File: src/rtl/ps2_keys_pkg.sv
`default_nettype none
// ============================================================================
// Module  : ps2_keys_pkg
// Brief   : Set-2 scan constants and scan-code to letter-code lookup.
// Revision: 1.0 - initial release
// ============================================================================
package ps2_keys_pkg;

  localparam logic [4:0] NO_KEY   = 5'd0;
  localparam logic [4:0] LETTER_A = 5'd1,  LETTER_B = 5'd2,  LETTER_C = 5'd3,  LETTER_D = 5'd4;
  localparam logic [4:0] LETTER_E = 5'd5,  LETTER_F = 5'd6,  LETTER_G = 5'd7,  LETTER_H = 5'd8;
  localparam logic [4:0] LETTER_I = 5'd9,  LETTER_J = 5'd10, LETTER_K = 5'd11, LETTER_L = 5'd12;
  localparam logic [4:0] LETTER_M = 5'd13, LETTER_N = 5'd14, LETTER_O = 5'd15, LETTER_P = 5'd16;
  localparam logic [4:0] LETTER_Q = 5'd17, LETTER_R = 5'd18, LETTER_S = 5'd19, LETTER_T = 5'd20;
  localparam logic [4:0] LETTER_U = 5'd21, LETTER_V = 5'd22, LETTER_W = 5'd23, LETTER_X = 5'd24;
  localparam logic [4:0] LETTER_Y = 5'd25, LETTER_Z = 5'd26;

  localparam logic [7:0] SC_BREAK = 8'hF0;
  localparam logic [7:0] SC_EXT   = 8'hE0;

  // Shared with the word ROM; anything that is not a letter maps to NO_KEY.
  function automatic logic [4:0] scan_to_letter(input logic [7:0] sc);
    logic [4:0] code;
    case (sc)
      8'h1C: code = LETTER_A;  8'h32: code = LETTER_B;  8'h21: code = LETTER_C;
      8'h23: code = LETTER_D;  8'h24: code = LETTER_E;  8'h2B: code = LETTER_F;
      8'h34: code = LETTER_G;  8'h33: code = LETTER_H;  8'h43: code = LETTER_I;
      8'h3B: code = LETTER_J;  8'h42: code = LETTER_K;  8'h4B: code = LETTER_L;
      8'h3A: code = LETTER_M;  8'h31: code = LETTER_N;  8'h44: code = LETTER_O;
      8'h4D: code = LETTER_P;  8'h15: code = LETTER_Q;  8'h2D: code = LETTER_R;
      8'h1B: code = LETTER_S;  8'h2C: code = LETTER_T;  8'h3C: code = LETTER_U;
      8'h2A: code = LETTER_V;  8'h1D: code = LETTER_W;  8'h22: code = LETTER_X;
      8'h35: code = LETTER_Y;  8'h1A: code = LETTER_Z;
      default: code = NO_KEY;
    endcase
    return code;
  endfunction

endpackage
`default_nettype wire

File: src/rtl/ps2_rx.sv
`default_nettype none
// ============================================================================
// Module  : ps2_rx
// Brief   : PS/2 line synchronizer, clock glitch filter and 11-bit frame receiver.
// Revision: 1.0 - initial release
// ============================================================================
module ps2_rx #(
  parameter int FILTER_LEN     = 8,
  parameter int TIMEOUT_CYCLES = 100000
) (
  input  logic       clk,
  input  logic       rst_n,
  input  logic       ps2_clk,
  input  logic       ps2_data,
  output logic       byteValid,
  output logic [7:0] rxByte,
  output logic       frameErr
);

  localparam int FW = $clog2(FILTER_LEN + 1);
  localparam int TW = $clog2(TIMEOUT_CYCLES + 1);
  localparam logic [FW-1:0] c_FILT_LAST = FW'(FILTER_LEN - 1);
  localparam logic [TW-1:0] c_TIMEOUT   = TW'(TIMEOUT_CYCLES);

  localparam logic [1:0] S_IDLE  = 2'd0;
  localparam logic [1:0] S_SHIFT = 2'd1;
  localparam logic [1:0] S_CHECK = 2'd2;

  logic [1:0]    r_clkSync, r_dataSync;
  logic [FW-1:0] r_filtCnt;
  logic          r_filtLevel, r_filtPrev;
  logic [1:0]    r_state, w_nextState;
  logic [9:0]    r_shift;
  logic [3:0]    r_bitCnt;
  logic [TW-1:0] r_idleCnt;
  logic          w_bitEdge, w_data, w_frameOk, w_timeout;

  // Lines idle high, so the synchronizers and filter reset to 1 to avoid a false edge.
  always_ff @(posedge clk or negedge rst_n) begin
    if (!rst_n) begin
      r_clkSync   <= 2'b11;
      r_dataSync  <= 2'b11;
      r_filtCnt   <= '0;
      r_filtLevel <= 1'b1;
      r_filtPrev  <= 1'b1;
    end else begin
      r_clkSync  <= {r_clkSync[0], ps2_clk};
      r_dataSync <= {r_dataSync[0], ps2_data};
      r_filtPrev <= r_filtLevel;
      if (r_clkSync[1] == r_filtLevel) begin
        r_filtCnt <= '0;
      end else if (r_filtCnt == c_FILT_LAST) begin
        r_filtLevel <= r_clkSync[1];
        r_filtCnt   <= '0;
      end else begin
        r_filtCnt <= r_filtCnt + FW'(1);
      end
    end
  end

  assign w_bitEdge = r_filtPrev & ~r_filtLevel;
  assign w_data    = r_dataSync[1];
  assign w_frameOk = (^r_shift[8:0]) & r_shift[9];
  assign w_timeout = (r_idleCnt == c_TIMEOUT);
  assign rxByte    = r_shift[7:0];

  always_ff @(posedge clk or negedge rst_n) begin
    if (!rst_n) begin
      r_shift   <= '0;
      r_bitCnt  <= '0;
      r_idleCnt <= '0;
    end else begin
      if (w_bitEdge)       r_idleCnt <= '0;
      else if (!w_timeout) r_idleCnt <= r_idleCnt + TW'(1);
      if (r_state == S_IDLE && w_bitEdge && !w_data) begin
        r_bitCnt <= '0;
      end else if (r_state == S_SHIFT && w_bitEdge) begin
        r_shift  <= {w_data, r_shift[9:1]};
        r_bitCnt <= r_bitCnt + 4'd1;
      end
    end
  end

  always_ff @(posedge clk or negedge rst_n) begin
    if (!rst_n) r_state <= S_IDLE;
    else        r_state <= w_nextState;
  end

  always_comb begin
    w_nextState = r_state;
    case (r_state)
      S_IDLE:  if (w_bitEdge && !w_data) w_nextState = S_SHIFT;
      S_SHIFT: begin
        if (w_bitEdge && r_bitCnt == 4'd9) w_nextState = S_CHECK;
        else if (w_timeout && !w_bitEdge)  w_nextState = S_IDLE;
      end
      S_CHECK: w_nextState = S_IDLE;
      default: w_nextState = S_IDLE;
    endcase
  end

  always_comb begin
    byteValid = 1'b0;
    frameErr  = 1'b0;
    case (r_state)
      S_IDLE:  frameErr = w_bitEdge & w_data;
      S_SHIFT: frameErr = w_timeout & ~w_bitEdge;
      S_CHECK: begin
        byteValid = w_frameOk;
        frameErr  = ~w_frameOk;
      end
      default: ;
    endcase
  end

endmodule
`default_nettype wire

File: src/rtl/ps2_keystroke_decoder.sv
`default_nettype none
// ============================================================================
// Module  : ps2_keystroke_decoder
// Brief   : Turns PS/2 set-2 letter-key releases into a letter code plus strobe.
// Revision: 1.0 - initial release
// ============================================================================
module ps2_keystroke_decoder #(
  parameter int FILTER_LEN     = 8,
  parameter int TIMEOUT_CYCLES = 100000
) (
  input  logic       clk,
  input  logic       rst_n,
  input  logic       ps2_clk,
  input  logic       ps2_data,
  output logic [4:0] keystroke,
  output logic       keyReleased,
  output logic       frame_error
);
  import ps2_keys_pkg::*;

  logic       w_byteValid, w_frameErr;
  logic [7:0] w_rxByte;
  logic [4:0] w_letter;
  logic       r_extFlag, r_brkFlag;

  ps2_rx #(
    .FILTER_LEN    (FILTER_LEN),
    .TIMEOUT_CYCLES(TIMEOUT_CYCLES)
  ) u_rx (
    .clk      (clk),
    .rst_n    (rst_n),
    .ps2_clk  (ps2_clk),
    .ps2_data (ps2_data),
    .byteValid(w_byteValid),
    .rxByte   (w_rxByte),
    .frameErr (w_frameErr)
  );

  assign w_letter = scan_to_letter(w_rxByte);

  // A corrupted frame after F0 drops the pending break so it can never strobe.
  always_ff @(posedge clk or negedge rst_n) begin
    if (!rst_n) begin
      keystroke   <= NO_KEY;
      keyReleased <= 1'b0;
      frame_error <= 1'b0;
      r_extFlag   <= 1'b0;
      r_brkFlag   <= 1'b0;
    end else begin
      keyReleased <= 1'b0;
      frame_error <= w_frameErr;
      if (w_byteValid) begin
        if (w_rxByte == SC_EXT) begin
          r_extFlag <= 1'b1;
        end else if (w_rxByte == SC_BREAK) begin
          r_brkFlag <= 1'b1;
        end else begin
          if (r_brkFlag && !r_extFlag && w_letter != NO_KEY) begin
            keystroke   <= w_letter;
            keyReleased <= 1'b1;
          end
          r_brkFlag <= 1'b0;
          r_extFlag <= 1'b0;
        end
      end else if (w_frameErr && r_brkFlag) begin
        r_brkFlag <= 1'b0;
        r_extFlag <= 1'b0;
      end
    end
  end

endmodule
`default_nettype wire

File: config.mk
export PLATFORM = sky130hd
export DESIGN_NAME = ps2_keystroke_decoder
export DESIGN_NICKNAME = d
export VERILOG_FILES = /design/src/rtl/ps2_keys_pkg.sv /design/src/rtl/ps2_rx.sv /design/src/rtl/ps2_keystroke_decoder.sv
export SDC_FILE = /design/constraint.sdc
export NUM_CORES = 1
export LEC_CHECK = 0
export BUFFER_PORTS_ARGS = -buffer_cell sky130_fd_sc_hd__buf_2
export CAP_MARGIN = 20
export CORE_UTILIZATION = 45
export CTS_CLUSTER_SIZE = 12
export DETAILED_ROUTE_END_ITERATION = 6
export GPL_TIMING_DRIVEN = 0
export MAX_ROUTING_LAYER = met4
export SLEW_MARGIN = 20
export SYNTH_ARGS = -nofsm -noshare
export SYNTH_HDL_FRONTEND = slang
export SYNTH_SLANG_ARGS = --single-unit
File: constraint.sdc
create_clock -name clk -period 3.5 [get_ports clk]
set_clock_uncertainty 0.05 [all_clocks]
set_input_delay 0.35 -clock clk [delete_from_list [all_inputs] [get_ports clk]]
set_output_delay 0.35 -clock clk [all_outputs]
set_load 0.01 [all_outputs]
* Word level (Yosys, flattened, before mapping)
Memories as Yosys holds them, arrays and structs flattened. Cells that the tools add are included. Widths: inputs -> output; s select.
Operators by class: $add $sub $neg 3, equal/unequal tests 13, mux-type cells 24, bitwise logic cells 11, reduce and logical (&&, ||, !) cells 23
Operators with widths (count):
- $mux 17 | 2
- $add 17x1->17 const B | 1
- $eq 17x17->1 const B | 1
- $eq 8x8->1 const B | 2
- $mux 4 | 4
- $mux 1 | 12
- $reduce_and 2->1 | 5
- $logic_and 1x1->1 | 9
- $reduce_xor 9->1 | 1
- $add 4x1->4 const B | 2
- $not 1->1 | 7
- $mux 2 | 3
- $ne 3x3->1 const B | 2
- $mux 5 | 1
- $reduce_bool 5->1 | 1
- $and 1x1->1 | 4
- $eq 4x3->1 const B | 1
- $eq 4x4->1 const B | 1
- $ne 2x2->1 const B | 2
- $pmux 2 s2 | 1
- $reduce_and 4->1 | 1
- $reduce_bool 2->1 | 2
- $logic_not 1->1 | 3
- $pmux 1 s3 | 1
- 5 further kinds | 5
Storage, ports and cells: flip-flop bits (word level) 52, bits in read-only memories 640, input bits 4, output and inout port bits 7, word-level logic and storage cells 89, memories 1
Memories:
- (no name shown) | words 128, bits a word 5, read ports 1, clocked after memory_dff 0, wr ports 0, line ps2_keys_pkg.sv:24 | case (sc)

* Depth between registers and ports, before layout
Gate-level depths: netlist of run 1.
depth after elaboration 8, depth in mapped cells 10, mapped depth without buffers 8

* By module
A second synthesis of run 1 with hierarchy kept.
Unflattened totals: cell total of the unflattened synthesis 312, area, all modules 3155.5 µm²
Modules (own cells, without submodules):
- ps2_rx | instances 1, cells an instance 193, area an instance 2134.5 µm²
- ps2_keystroke_decoder | instances 1, cells an instance 119, area an instance 1021.0 µm²

* Least setup slack after synthesis of run 1
No wires, ideal clock.
path kind register to register, from register u_rx.r_shift[4], to register keystroke[4], setup time 0.138 ns, arrival time 2.250 ns, required time 3.312 ns, path slack 1.062 ns, stages on the path, launching flop included 11, period minus slack after synthesis 2.438 ns, cells stage by stage dfrtp_1 -> buf_2 -> inv_1 -> ha_1 -> xnor3_1 -> xnor2_1 -> and4_1 -> buf_4 -> nand4b_4 -> a41oi_4 -> o22ai_1
Between the ends: word-level cells in the longest chain between the ends 5, elaborated cells between the ends (all ways) 12
RTL lines:
- from (decl) | line ps2_rx.sv:33 | logic [9:0] r_shift;
- from (signal assigned) | line ps2_rx.sv:78 | r_shift <= {w_data, r_shift[9:1]};
- $mem_v2 128x5
- $mux 5 | line ps2_keys_pkg.sv:24
- $reduce_bool 5->1 | line ps2_keystroke_decoder.sv:58 | if (r_brkFlag && !r_extFlag && w_letter != NO_KEY) begin
- $logic_and 1x1->1 | line ps2_keystroke_decoder.sv:58
- $reduce_and 4->1 (no line)
- to (signal assigned) | line ps2_keystroke_decoder.sv:59 | keystroke <= w_letter;
- to (decl) | line ps2_keystroke_decoder.sv:15 | output logic [4:0] keystroke,
Parallel ways exist; a longest one is shown, timed or not. A chain may end at the register's enable or synchronous reset.

* Worst setup path in the final report of run 1
Same ends and word-level chain as after synthesis.

==> metrics.yaml, run 1 <==
placement:
  io_buffers: 10
  dpl.cell_count: 389
  dpl-instance-area_um2: 3130
  dp_hpwl_um: 4180
  place.gp.congestion: 0.839
global_routing:
  grt_pass1_vias: 2133
  grt_usage: 0.188
  grt-ovfl-total: 0
  grt_pass1_wl_um: 10300
  use_met3: 0.0328
  grtUsageMet1: 0.264
  grt.busiest_layer: "met2"
  grt_max_degree: 53
  use_met2: 0.277
  antenna_found_initial: 0
route:
  post-route-drc-count: 0
  first_iter_violations: 180
  via_per_inst: 5.65
  vias: 2245
  routed_wl_um: 5890
  final_antenna_net_count: 0
  post_drt_wl_per_cell_um: 14.8
  dr.pass1.iters: 4
yosys:
  syn_inst: 302
  async_flop_share: 1.00
  ys_seq_area_frac: 0.439
  syn_nets: 319
  synth_edf_count: 0
  ys_ff_latch: 52
  synth_top_cell_by_area: "dfrtp_1"
  synth_area_um2: 2980
  yosysWarningCount: 0
  synth.distinct_cells: 54
  yosys-top-cells-area: "dfrtp_1, ha_1, dfstp_2, nor2_1, mux2_2"
  synth-main-ff-cell: "dfrtp_1"
  synth_top_area_share: 0.386
  syn_avg_cell_area_um2: 9.87
floorplanning:
  core-area_um2: 6390
  die-area_um2: 6960
  io_pins: 11
  die_y_um: 83.4
  fp-row-count: 29
  start_util: 0.467
  die_w_um: 83.4
clock_tree:
  numCtsBuffers: 5
  cts-root-buf: "clkbuf_8"
  ctsHtreeMaxLevel: 2
  hold_buffers: 0
  cts_resized: 0
  cts_sinks: 52
  tritoncts: "built"
  path_clk_slew_ps: 100
  clock_path_buffers: 2
  clock_latency_ps: 300
  cts_setup_buffers: 0
critical_path:
  cp-start-kind: "flop"
  required_ps: 3630
  cp_max_fo: 10
  end_kind: "flop"
  worstPathCellList: "buf_2 -> inv_1 -> ha_1 -> xnor3_1 -> xnor2_1 -> and4_1 -> buf_4 -> nand4b_4 -> a41oi_4 -> o22ai_1"
  worstSetupPathType: "flop to flop"
  crit_slowest_cell: "dfrtp_1"
  cp_top_family: "XOR/XNOR gates"
  crit_path_max_incr_delay_ps: 450
  cp_data_arrival_time_ps: 2890
  path_buf_inv: 3
power:
  p_comb_frac: 0.207
  power_density_nw_per_um2: 445
  swShare: 0.323
  p_switching_uw: 462
  pwr-share-clk: 0.236
  ir_worst_vdd_uv: 259
  cellLeakagePower_uw: 0.00136
  seq_power_share: 0.557
  p_int_uw: 968
hold_path:
  min_path_type: "input port to async pin"
sta:
  setup_tns_ps: 0
  maxSlewHeadroom: 0.575
  period_needed_ps: 2760
  timing.final.crit_share: 0.790
  fmax_mhz: 362
  hold_violations: 0
  final-setup-viol-count: 0
  worst_pin_slew_ps: 638
  grt_setup_unrepaired: "no"
  finalMaxSlewViolations: 0
layout:
  area_growth_pct: 7.89
  layout-drive-gt1-share: 0.150
  num_antenna_cells: 0
  nets: 336
  final_cells: 397
  fin_area_um2: 3220
flow_run:
  maxCapViolCount: 0
status:
  outcome: "finished clean"
power by group through the flow:
stage / clock network, uW / registers [uW] / logic [uW]
after floorplan: 0 / 784 / 232
after global placement: 0 / 806 / 297
after detailed placement: 0 / 809 / 302
after CTS: 352 / 797 / 303
after global routing: 377 / 813 / 341
final: 338 / 797 / 296
final timing paths:
kind | from | endpoint | slack (ps) | cells after the start
min in group clk | ps2_clk | u_rx.r_clkSync[0]$_DFF_PN1_ | 80 | 1
worst min register to register | u_rx.r_clkSync[0]$_DFF_PN1_ | u_rx.r_clkSync[1]$_DFF_PN1_ | 310 | 0
worst max-delay path | u_rx.r_shift[4]$_DFFE_PN0P_ | keystroke[4]$_DFFE_PN0P_ | 740 | 10
worst max register to register | u_rx.r_shift[4]$_DFFE_PN0P_ | keystroke[4]$_DFFE_PN0P_ | 740 | 10
max in group asynchronous | rst_n | u_rx.r_shift[1]$_DFFE_PN0P_ | 2960 | 1
worst min-delay path | rst_n | u_rx.r_idleCnt[13]$_DFFE_PN0P_ | 20 | 1
metrics by stage:
step	util	setup WS [ps]	power (uW)	hold WS, ps
2_1_floorplan	-	1060	1020	4.41
3_3_place_gp	0.490	717	1100	297
3_5_place_dp	0.490	743	1110	299
4_1_cts	0.504	728	1450	38.8
5_1_grt	0.504	527	1530	62.6
6_report	0.504	736	1430	21.9
cells in the final DEF (no fill, tap or decap), types with 3 or more instances in the layout:
master    Yosys  final
and3_1        5      5
nand4_1       6      6
mux2i_1       6      6
ha_1         13     13
nor4bb_1      3      3
inv_1        16     16
o211ai_1      3      3
xor2_1       10     10
nand2b_1      4      4
mux2_2        8      8
clkbuf_1      4      5
nor2_1       32     32
buf_2         4     13
nand3_1      13     13
o21ai_0      17     17
a31oi_1       3      3
clkbuf_8      0      5
dfstp_2       6      6
buf_4         4      5
nand3b_1      4      4
a21oi_1      16     16
o22ai_1       5      5
xnor2_1      10     10
dfrtp_1      46     46
nand2_1      20     20
nor3_1        6      6
nor2b_1       3      3
cells in the mapped netlist, types with 2 or more instances:
library cell / number
a2111oi_0: 2
nand2b_1: 4
mux2i_1: 6
and3_1: 5
dfstp_2: 6
o21ai_0: 17
o22ai_1: 5
a21oi_1: 16
dfrtp_1: 46
xnor2_1: 10
and4_1: 2
nand2_1: 20
nand4b_1: 2
buf_2: 4
xor2_1: 10
inv_1: 16
nor3_1: 6
nand3_1: 13
nor2b_1: 3
nor2_1: 32
ha_1: 13
nand4_1: 6
clkbuf_1: 4
buf_4: 4
nor4bb_1: 3
a31o_2: 2
a31oi_1: 3
buf_6: 2
nor4b_1: 2
nand3b_1: 4
o211ai_1: 3
mux2_2: 8
a221oi_1: 2
final cells by class:
cell class	instances	area, um2
clock inverter	2	13.8
fill	614	3170
clock buffer	6	72.6
timing repair buffer	10	52.6
buffer	15	91.3
multi-input combinational	219	1520
inverter	16	60.1
sequential	52	1310
tap	77	96.3
routing by layer:
| layer | part of all wire | vias up | wire length (um) |
|---|---|---|---|
| li1 | - | 1112 | - |
| met3 | 0.031 | 8 | 184 |
| met1 | 0.50 | 1092 | 2970 |
| met5 | 0 | - | 0 |
| met4 | 0.012 | 0 | 71 |
| met2 | 0.45 | 33 | 2670 |
cell families (layout without fill, tap and decap cells):
logic type               count (synthesis)  in the layout  synth area share
AND/OR/NAND/NOR                        109            109             0.197
AO/OA/AOI/OAI                           62             62             0.142
flip-flops                              52             52             0.439
buffers and inverters                   31             49            0.0508
XOR/XNOR                                21             21            0.0663
multiplexers                            14             14            0.0504
adder cells (fa/ha/maj)                 13             13            0.0546
registers in the layout (all words and copies together), names as in the netlist:
signal,cells
r_extFlag,1
u_rx.r_bitCnt,4
u_rx.r_filtPrev,1
u_rx.r_filtCnt,4
u_rx.r_state,2
u_rx.r_shift,10
u_rx.r_filtLevel,1
r_brkFlag,1
frame_error,1
keystroke,5
u_rx.r_dataSync,2
keyReleased,1
u_rx.r_idleCnt,17
u_rx.r_clkSync,2
(Power assumes the default switching activity.)
==> run 2, diff against run 1 <==
Settings changed: ABC_AREA from default to 1.
Clock period 3.5 ns to 2.4 ns, I/O delays scaled along.
==> run 2 against run 1 <==
Non-clock buffer count fell by 1. Via count grew 14%. Worst hold slack better by 290 ps. Clock power grew 54%. Sequential share of layout area decreased by 0.90 points. Worst setup slack worse by 500 ps. Area after synthesis barely moved. Sequential cell count did not move. Synthesized cell count rose by 32%. Critical path type unchanged. Highest routed layer unchanged.
==> metrics.yaml, run 2 <==
yosys:
  synth_top_cell_by_area: "dfrtp_1"
  synth_area_um2: 2980
  async_flop_share: 1.00
  synth-main-ff-cell: "dfrtp_1"
  yosysWarningCount: 0
  synth_edf_count: 0
  synth_top_area_share: 0.386
  yosysMostFrequentCell: "nand2_1"
  synth_common_cells: "nand2_1, inv_1, dfrtp_1"
  syn_avg_cell_area_um2: 7.48
  synth.distinct_cells: 30
  syn_inst: 399
  yosys-top-cells-area: "dfrtp_1, nand2_1, inv_1, nand3_1, ha_1"
  ys_ff_latch: 52
  ys_seq_area_frac: 0.439
  syn_nets: 416
status:
  outcome: "finished clean"
sta:
  final-setup-viol-count: 0
  setup_tns_ps: 0
  finalMaxSlewViolations: 0
  hold_violations: 0
  timing.final.crit_share: 0.902
  fmax_mhz: 462
  worst_pin_slew_ps: 635
  maxSlewHeadroom: 0.577
  period_needed_ps: 2160
  whs_ps: 310
  fin_ws_ps: 235
  grt_setup_unrepaired: "no"
layout:
  num-fill-cells: 646
  reg_top3: "u_rx.r_idleCnt x17, u_rx.r_shift x10, keystroke x5"
  num_antenna_cells: 0
  layout-drive-gt1-share: 0.102
  top_register: "u_rx.r_idleCnt"
  final_cell_mix: "nand2_1, inv_1, dfrtp_1"
  largest_reg_flops: 17
  nets: 439
  area_growth_pct: 10.4
  final_cells: 500
  final_common_cell: "nand2_1"
global_routing:
  grt.busiest_layer: "met2"
  use_met3: 0.0368
  grt_pass1_wl_um: 11100
  grt_pass1_vias: 2488
  grt-ovfl-total: 0
  use_met2: 0.296
  antenna_found_initial: 0
  grt_usage: 0.198
  grtUsageMet1: 0.284
  grt_max_degree: 53
clock_tree:
  cts-root-buf: "clkbuf_8"
  clock_latency_ps: 300
  clock_path_buffers: 2
  ctsHtreeMaxLevel: 2
  cts_sinks: 52
  tritoncts: "built"
  path_clk_slew_ps: 90
  numCtsBuffers: 5
route:
  final_antenna_net_count: 0
  routed_wl_um: 6080
  first_iter_violations: 162
  via_per_inst: 5.11
  post-route-drc-count: 0
  post_drt_wl_per_cell_um: 12.2
  vias: 2555
  dr.pass1.iters: 4
critical_path:
  cp_top_family: "simple AND/OR/NAND/NOR gates"
  crit_slowest_cell: "dfrtp_1"
  required_ps: 2550
  r2r_cells: 16
  cp-start-kind: "flop"
  worstSetupPathType: "flop to flop"
  crit_path_max_incr_delay_ps: 420
  end_kind: "flop"
  r2r_end: "keystroke[2]$_DFFE_PN0P_"
  timing.reg2reg.setup_slack_ps: 240
  worstPathCellList: "buf_6 -> inv_2 -> ha_1 -> inv_1 -> nand2_1 -> nand2_1 -> nand2_1 -> nand2_1 -> nand2_1 -> nand2_1 -> nand4_1 -> nor2_4 -> buf_4 -> o21ai_4 -> nand3_1 -> nand2_1"
  path_buf_inv: 4
  critical_path.startpoint: "u_rx.r_shift[4]$_DFFE_PN0P_"
  cp_max_fo: 6
  cp_data_arrival_time_ps: 2310
  r2r_start: "u_rx.r_shift[4]$_DFFE_PN0P_"
  path_common_cell: "nand2_1"
power:
  cellLeakagePower_uw: 0.00169
  power_density_nw_per_um2: 663
  ir_worst_vdd_uv: 336
hold_path:
  min_path_type: "flop to flop"
  holdPathEnd: "u_rx.r_dataSync[1]$_DFF_PN1_"
  min_path_cells: 0
  hp-start: "u_rx.r_dataSync[0]$_DFF_PN1_"
placement:
  io_buffers: 10
  pre_cts_ws_ps: -55.3
  place.gp.congestion: 0.855
  dpl.cell_count: 486
  dp_hpwl_um: 4460
floorplanning:
  io_pins: 11
  core-area_um2: 6390
  die-area_um2: 6960
  start_util: 0.467
  fp-row-count: 29
  die_y_um: 83.4
  die_w_um: 83.4
flow_run:
  maxCapViolCount: 0
==> run 2: changes by cell type in the layout (fill, tap and decap cells not counted), sizes merged, moves of 5 or more <==
cell,change
inv,+38
xnor2,-6
nor3,+9
and3,-5
xor2,-8
nand3,+26
mux2,-7
o21ai,+12
nand2,+89
mux2i,-6
==> run 2: cell families after synthesis <==
kind of cell	share of synthesized area
flip-flops	0.439
AND/OR/NAND/NOR	0.311
multiplexers	0.00377
adder cells (fa/ha/maj)	0.0545
XOR/XNOR	0.0176
buffers and inverters	0.0813
AO/OA/AOI/OAI	0.0931
==> run 2: cell type report <==
| class | count | area (um2) | area share |
|---|---|---|---|
| Clock inverter | 1 | 7.51 | 0.00228 |
| Tap cell | 77 | 96.3 | 0.0292 |
| Clock buffer | 7 | 86.3 | 0.0262 |
| Timing Repair Buffer | 16 | 105 | 0.0319 |
| Inverter | 55 | 209 | 0.0634 |
| Sequential cell | 52 | 1310 | 0.398 |
| Multi-Input combinational cell | 284 | 1440 | 0.436 |
| Buffer | 8 | 42.5 | 0.0129 |
==> run 2: how the worst max path moves through the flow <==
stage | cells past startpoint | slack (ps) | to
final | 16 | 240 | keystroke[2]$_DFFE_PN0P_
after detailed placement | 15 | -60 | keystroke[2]$_DFFE_PN0P_
after floorplan | 15 | 320 | keystroke[0]$_DFFE_PN0P_
after global routing | 14 | 20 | keystroke[2]$_DFFE_PN0P_
after CTS | 15 | 3 | keystroke[2]$_DFFE_PN0P_
after global placement | 15 | -60 | keystroke[2]$_DFFE_PN0P_
==> run 2: report_power, final <==
| part | leakage [uW] | total [uW] | internal, uW | switching, uW |
|---|---|---|---|---|
| clock network | 0.0000445 | 521 | 235 | 286 |
| registers | 0.000683 | 1140 | 1030 | 111 |
| logic | 0.000963 | 525 | 181 | 344 |
| total | 0.00169 | 2180 | 1440 | 741 |
==> run 2: per-stage QoR <==
stage	utilization	total power, uW	cell area [um2]
global placement	0.490	1660	3130
finish	0.516	2180	3300
detailed placement	0.491	1680	3130
floorplan	-	1530	2980
global route	0.516	2380	3300
CTS	0.511	2220	3260
==> run 2: routing by layer <==
layer	vias to the layer above	routed length [um]
met5	-	0
met4	0	42
met3	5	276
met2	64	2540
met1	1150	3220
li1	1336	-
==> run 2: repair_timing <==
item | in CTS | in global routing
buffers inserted | 0 | 3
hold buffers | 3 | 0
endpoints found under the hold margin | 48 | 0
cloned | 0 | 0
pin swaps | 0 | 1
endpoints found under the setup margin | 4 | 7
gates resized for setup | 1 | 7
